$ cat src/rtl/encoder_bias_add_stream.sv
// Streaming bias adder: joins activation and bias lanes, adds, converts precision
// and saturates over two register stages, tagging the last beat of each row.
module encoder_bias_add_stream #(
    parameter int DATA_IN_PRECISION_0  = 16,
    parameter int DATA_IN_PRECISION_1  = 3,
    parameter int BIAS_PRECISION_0     = 16,
    parameter int BIAS_PRECISION_1     = 3,
    parameter int DATA_OUT_PRECISION_0 = 16,
    parameter int DATA_OUT_PRECISION_1 = 3,
    parameter int TENSOR_SIZE_DIM_0    = 32,
    parameter int PARALLELISM_DIM_0    = 1,
    parameter int PARALLELISM_DIM_1    = 1
) (
    input  logic                            clk,
    input  logic                            rst,
    input  logic [DATA_IN_PRECISION_0-1:0]  data_in [PARALLELISM_DIM_0*PARALLELISM_DIM_1],
    input  logic                            data_in_valid,
    output logic                            data_in_ready,
    input  logic [BIAS_PRECISION_0-1:0]     bias [PARALLELISM_DIM_0*PARALLELISM_DIM_1],
    input  logic                            bias_valid,
    output logic                            bias_ready,
    output logic [DATA_OUT_PRECISION_0-1:0] data_out [PARALLELISM_DIM_0*PARALLELISM_DIM_1],
    output logic                            data_out_valid,
    input  logic                            data_out_ready,
    output logic                            data_out_last,
    output logic                            sat_flag
);
    localparam int P   = PARALLELISM_DIM_0 * PARALLELISM_DIM_1;
    localparam int DEP = TENSOR_SIZE_DIM_0 / PARALLELISM_DIM_0;
    localparam int DW  = DATA_IN_PRECISION_0;
    localparam int BW  = BIAS_PRECISION_0;
    localparam int OW  = DATA_OUT_PRECISION_0;
    localparam int DI  = DATA_IN_PRECISION_0 - DATA_IN_PRECISION_1;
    localparam int BI  = BIAS_PRECISION_0 - BIAS_PRECISION_1;
    localparam int F   = (DATA_IN_PRECISION_1 > BIAS_PRECISION_1) ?
                         DATA_IN_PRECISION_1 : BIAS_PRECISION_1;
    localparam int I   = (DI > BI) ? DI : BI;
    localparam int SW  = I + F + 1;
    localparam int UP  = (DATA_OUT_PRECISION_1 > F) ? DATA_OUT_PRECISION_1 - F : 0;
    localparam int DN  = (F > DATA_OUT_PRECISION_1) ? F - DATA_OUT_PRECISION_1 : 0;
    localparam int XW0 = SW + UP;
    localparam int XW  = ((XW0 > OW) ? XW0 : OW) + 1;
    localparam int CW  = $clog2(DEP) + 1;

    localparam logic signed [XW-1:0] MAXV = {{(XW-OW+1){1'b0}}, {(OW-1){1'b1}}};
    localparam logic signed [XW-1:0] MINV = {{(XW-OW+1){1'b1}}, {(OW-1){1'b0}}};
    localparam logic [CW-1:0]        LAST = CW'(DEP - 1);

    logic                 s1_valid;
    logic                 s1_ready;
    logic                 s2_ready;
    logic                 fire;
    logic [CW-1:0]        cnt;
    logic [CW-1:0]        s1_cnt;
    logic [CW-1:0]        s2_cnt;
    logic signed [SW-1:0] s1_sum [P];
    logic signed [SW-1:0] sum_c  [P];
    logic signed [SW-1:0] a_ext  [P];
    logic signed [SW-1:0] b_ext  [P];
    logic signed [XW-1:0] wide   [P];
    logic [OW-1:0]        conv   [P];
    logic                 any_sat;

    assign s2_ready      = !data_out_valid || data_out_ready;
    assign s1_ready      = !s1_valid || s2_ready;
    assign fire          = data_in_valid && bias_valid && s1_ready;
    assign data_in_ready = bias_valid && s1_ready;
    assign bias_ready    = data_in_valid && s1_ready;
    assign data_out_last = data_out_valid && (s2_cnt == LAST);

    // Align both operands to F fraction bits; SW leaves one guard bit.
    always_comb begin
        for (int i = 0; i < P; i++) begin
            a_ext[i] = {{(SW-DW){data_in[i][DW-1]}}, data_in[i]};
            b_ext[i] = {{(SW-BW){bias[i][BW-1]}}, bias[i]};
            sum_c[i] = (a_ext[i] <<< (F - DATA_IN_PRECISION_1))
                     + (b_ext[i] <<< (F - BIAS_PRECISION_1));
        end
    end

    // Arithmetic right shift floors toward -inf before the clamp.
    always_comb begin
        any_sat = 1'b0;
        for (int i = 0; i < P; i++) begin
            wide[i] = {{(XW-SW){s1_sum[i][SW-1]}}, s1_sum[i]};
            wide[i] = (wide[i] <<< UP) >>> DN;
            if (wide[i] > MAXV) begin
                conv[i] = MAXV[OW-1:0];
                any_sat = 1'b1;
            end else if (wide[i] < MINV) begin
                conv[i] = MINV[OW-1:0];
                any_sat = 1'b1;
            end else begin
                conv[i] = wide[i][OW-1:0];
            end
        end
    end

    always_ff @(posedge clk) begin
        if (rst) begin
            cnt <= '0;
        end else if (fire) begin
            cnt <= (cnt == LAST) ? '0 : cnt + 1'b1;
        end
    end

    always_ff @(posedge clk) begin
        if (rst) begin
            s1_valid <= 1'b0;
            s1_cnt   <= '0;
            for (int i = 0; i < P; i++) s1_sum[i] <= '0;
        end else if (s1_ready) begin
            s1_valid <= fire;
            if (fire) begin
                s1_cnt <= cnt;
                for (int i = 0; i < P; i++) s1_sum[i] <= sum_c[i];
            end
        end
    end

    always_ff @(posedge clk) begin
        if (rst) begin
            data_out_valid <= 1'b0;
            s2_cnt         <= '0;
            sat_flag       <= 1'b0;
            for (int i = 0; i < P; i++) data_out[i] <= '0;
        end else if (s2_ready) begin
            data_out_valid <= s1_valid;
            if (s1_valid) begin
                s2_cnt   <= s1_cnt;
                sat_flag <= sat_flag | any_sat;
                for (int i = 0; i < P; i++) data_out[i] <= conv[i];
            end
        end
    end
endmodule

$ cat config.mk
export PLATFORM = sky130hd
export DESIGN_NAME = encoder_bias_add_stream
export DESIGN_NICKNAME = d
export VERILOG_FILES = /design/src/rtl/encoder_bias_add_stream.sv
export SDC_FILE = /design/constraint.sdc
export NUM_CORES = 1
export LEC_CHECK = 0
export BUFFER_PORTS_ARGS = -buffer_cell sky130_fd_sc_hd__buf_4
export CORE_MARGIN = 2
export CORE_UTILIZATION = 50
export DETAILED_ROUTE_END_ITERATION = 12
export PLACE_DENSITY = 0.85
export SYNTH_ARGS = -nofsm -noshare
export SYNTH_HDL_FRONTEND = slang
export SYNTH_SLANG_ARGS = --single-unit
$ cat constraint.sdc
create_clock -name clk -period 2.8 [get_ports clk]
set_clock_uncertainty 0.05 [all_clocks]
set_input_delay 0.56 -clock clk [delete_from_list [all_inputs] [get_ports clk]]
set_output_delay 0.56 -clock clk [all_outputs]
set_load 0.05 [all_outputs]
# --- Yosys cells after proc, flatten, opt, wreduce, memory -nomap -nowiden ---
# Memory sizes are Yosys's and may differ from the RTL's.
# Index checks and enable logic that the tools add are counted.
word_totals:
  mem_bits_rw: 17
  mem_count: 1
  out_inout_bits: 21
  regBits: 37
  wordCells: 40
  inputBits: 37
mem_list:
  columns: ["memory", "words", "word_bits", "read_ports", "rd_ports_with_merged_regs", "write_ports", "line_no", "text"]
  rows:
  - ["s1_sum", 1, 17, 1, 0, 1, "56", "logic signed [SW-1:0] s1_sum [P];"]
classes:
  n_eq_ne: 2
  n_addsub: 2
  order_cmp: 2
  mux: 13
  n_reduce_logical: 12
  bitwise_logic: 1
ops:
  columns: ["operator", "n"]
  rows:
  - ["16-bit two-way mux", 2]
  - ["16-bit by 16-bit adder with 17-bit output", 1]
  - ["17-bit by 16-bit > comparator with 1-bit output, second input constant", 1]
  - ["17-bit by 16-bit < comparator with 1-bit output, second input constant", 1]
  - ["17-bit two-way mux", 1]
  - ["17-bit OR reduction", 1]
  - ["6-bit by 5-bit == test with 1-bit output, second input constant", 2]
  - ["1-bit two-way mux", 9]
  - ["6-bit by 1-bit adder with 6-bit output, second input constant", 1]
  - ["6-bit two-way mux", 1]
  - ["1-bit logical AND", 5]
  - ["2-bit AND reduction", 2]
  - ["1-bit zero test", 2]
  - ["1-bit logical OR", 2]
  - ["1-bit bitwise OR", 1]

# --- Logic depth before layout (Yosys ltp) ---
logic_depth:
  depth_word: 10
  mapped_depth: 7
  depth_no_buf: 7

# --- Worst setup path before layout ---
# No wires, ideal clock.
synth_timing:
  path_type: "input port to flip-flop"
  startpoint: "input port data_in[5] (netlist name)"
  endpoint: "memory s1_sum[0][13] (netlist name) (data pin)"
  path_slack_ns: 0.612
  n_path_buf: 0
  required_ns: 2.491
  cell_stages: 6
  arrival_time_ns: 1.879
  setup_time_ns: 0.259
  path_cell_list: "ha_1 a21o_1 a31o_1 a311oi_1 nand4_1 nor3b_2"
synth_via:
  elab_chain_cells: 2
synth_rtl:
  columns: ["element", "line_no", "text"]
  rows:
  - ["start: declaration", "16", "input logic [DATA_IN_PRECISION_0-1:0] data_in [PARALLELISM_DIM_0*PARALLELISM_DIM_1],"]
  - ["16-bit by 16-bit adder with 17-bit output", "77", "+ (b_ext[i] <<< (F - BIAS_PRECISION_1));"]
  - ["17-bit two-way mux (no source line)", null, null]
  - ["end: declaration", "56", null]
# No other way between the ends.

# --- Worst setup path after layout ---
# Same ends and word-level chain as after synthesis.

==> summary.md <==
| Metric | Value |
|---|---|
| Outcome | finished, final reports clean |
| Die Ht | 80.6 µm |
| Share of layout cells above drive strength 1 | 0.188 |
| Vias/cell | 5.58 |
| Max IR drop VDD | 0.000311 V |
| Final worst slack | 0.699 ns |
| Synthesized area per cell | 8.91 µm² |
| CTS max path bufs | 2 |
| Tmin final | 2.10 ns |
| Total power | 1.76 mW |
| Ports | 58 |
| Gr ovfl total | 0 |
| Synthesized instance count | 329 |
| Post-route ant nets | 0 |
| Worst slew pin tran | 0.771 ns |
| Die ar. | 6490 µm² |
| Clock slew at reported path FFs | 0.10 ns |
| Core area | 5570 µm² |
| Worst setup path class | input port to register |
| Drt drc | 0 |
| GRT Total Usage | 0.190 |
| Count of cell types in the netlist | 48 |
| Die width | 80.6 µm |
| RSZ-0062 raised after global routing | false |
| Wire per inst | 13.3 µm |
| Initial antenna violation count | 0 |
| Max-slew violations | 0 |
| CTS resizes | 0 |
| Async SR Flop Fraction | 0 |
| Area Overhead vs Synth | 19.3% |
| Crit path launch type | input port |
| Power Density | 504 nW/µm² |
| Dpl ws | 0.399 ns |
| Commonest cells post-synth | nor2_1, dfxtp_1, a21oi_1 |
| Setup violators final | 0 |
| Largest net degree at the start of global routing | 41 |
| DP Area | 3390 µm² |
| Syn. warnings | 0 |
| Sequential area share after synthesis | 0.427 |
| Most area-hungry cell type in the Yosys netlist | dfxtp_1 |
| Yosys top cell area share | 0.253 |
| Required time of the critical path | 2.81 ns |
| Syn Nets | 384 |
| Setup tns final | 0 ns |
| Drt first pass iters | 4 |
| Maxcap violations | 0 |
| CP Data Arrival Time | 2.11 ns |
| Level count of the clock H-tree | 2 |
| Post-synthesis instance area | 2930 µm² |
| Detailed placement HPWL | 4440 µm |
| Fin nets | 431 |
| Starting Density | 0.526 |
| Static leakage power | 1.45 nW |
| CP Capture Type | register |
| Synth Register Bits | 54 |
| # diodes | 0 |
| CTS Root Cell | clkbuf_8 |
| Top FF cell, synth | dfxtp_1 |
| Total clock buffers created by CTS | 5 |
| Number of global-route vias before repair | 2178 |
| Critical Path Fanout Max | 5 |
| GP Congestion | 0.870 |
| DR iter-0 viols | 141 |
| Fin crit share | 0.750 |
| First-pass GRT wire length | 9860 µm |
| Setup bufs post-CTS | 0 |
| Clk sink count | 54 |
| Via count | 2504 |
| HP Class | register to register |
| Hold Vio Cnt, Final | 0 |
| Slew HR | 0.486 |
| Design area | 3500 µm² |
| Top-count cell post-synth | nor2_1 |
| Cell Rows | 27 |
| CTS tree | done |
| Fmax | 0.476 GHz |
| Post-synth EDFFs | 17 |
| Dominant cells by area after synthesis | dfxtp_1, edfxtp_1, ha_1 |
| Routed Wire Length | 5950 µm |
| Hold buffers post-CTS | 0 |
| Clk_lat worst skew | 0.31 ns |
| Port bufs | 57 |
[stage by stage]
step                utilization  hold slack (ns)  instances
floorplan                     -            0.381        329
finish                    0.628            0.408        449
global route              0.628            0.415        449
detailed placement        0.608            0.399        441
CTS                       0.628            0.412        449
global placement          0.608            0.393        441
[power by group]
part	internal, mW	switching, mW	total [mW]
combinational	0.149	0.229	0.378
clock	0.268	0.255	0.523
sequential	0.845	0.0184	0.863
total	1.26	0.503	1.76
[sequential cells by signal, indices dropped and copies added (netlist names)]
| name | flops |
|---|---|
| data_out_valid | 1 |
| data_out | 16 |
| cnt | 6 |
| s1_cnt | 6 |
| sat_flag | 1 |
| s2_cnt | 6 |
| s1_sum | 17 |
| s1_valid | 1 |
[layout make-up]
class | count | area, µm²
sequential | 54 | 1250
tap | 72 | 90.1
timing repair buffer | 58 | 435
clock buffer | 5 | 68.8
clock inverter | 3 | 42.5
fill | 486 | 2080
inverter | 5 | 18.8
multi-input combinational | 252 | 1590
[path summary, 6_finish.rpt]
path / startpoint / endpoint / slack, ns / cells past startpoint
hold reg to reg: s1_cnt[1] / s2_cnt[1] / 0.41 / 2
hold / removal: s1_cnt[1] / s2_cnt[1] / 0.41 / 2
setup / recovery: data_in[5] / s1_sum[0][13] / 0.70 / 7
setup reg to reg: data_out_valid / s1_sum[0][15] / 0.94 / 5
[worst max-delay path, cell delays in order]
cell,delay [ns]
buf_4,0.11
ha_1,0.35
a21o_1,0.23
a31o_1,0.23
a311oi_1,0.34
nand4_1,0.13
nor3b_2,0.17
[placed cells by master (no fill, tap or decap), drive strengths merged, types with 4 or more instances in the layout]
| master | count |
|---|---|
| a211oi | 18 |
| a21o | 5 |
| a21oi | 35 |
| and2 | 5 |
| buf | 58 |
| clkbuf | 5 |
| dfxtp | 37 |
| edfxtp | 17 |
| ha | 17 |
| inv | 7 |
| mux2i | 8 |
| nand2 | 34 |
| nand2b | 4 |
| nand3 | 9 |
| nand4 | 4 |
| nor2 | 43 |
| nor3 | 11 |
| nor3b | 4 |
| o21ai | 9 |
| o21bai | 4 |
| xor2 | 4 |
[per-layer routing]
layer  global-route usage  wire length (µm)  vias to the layer above
met3               0.0315               392                        5
met5                    0                 0                        -
met4               0.0525                60                        0
li1                     -                 -                     1288
met1                0.277              2890                     1128
met2                0.291              2600                       83
[kinds of logic (layout without fill, tap and decap cells)]
kind of cell	after synthesis	count (layout)	share of synthesized area
XOR/XNOR	7	7	0.0209
flip-flops	54	54	0.427
AND/OR/NAND/NOR	129	129	0.215
adder cells (fa/ha/maj)	18	18	0.0794
AO/OA/AOI/OAI	90	90	0.200
multiplexers	8	8	0.0273
buffers and inverters	23	71	0.0307
Power figures use the tool's default switching activity.
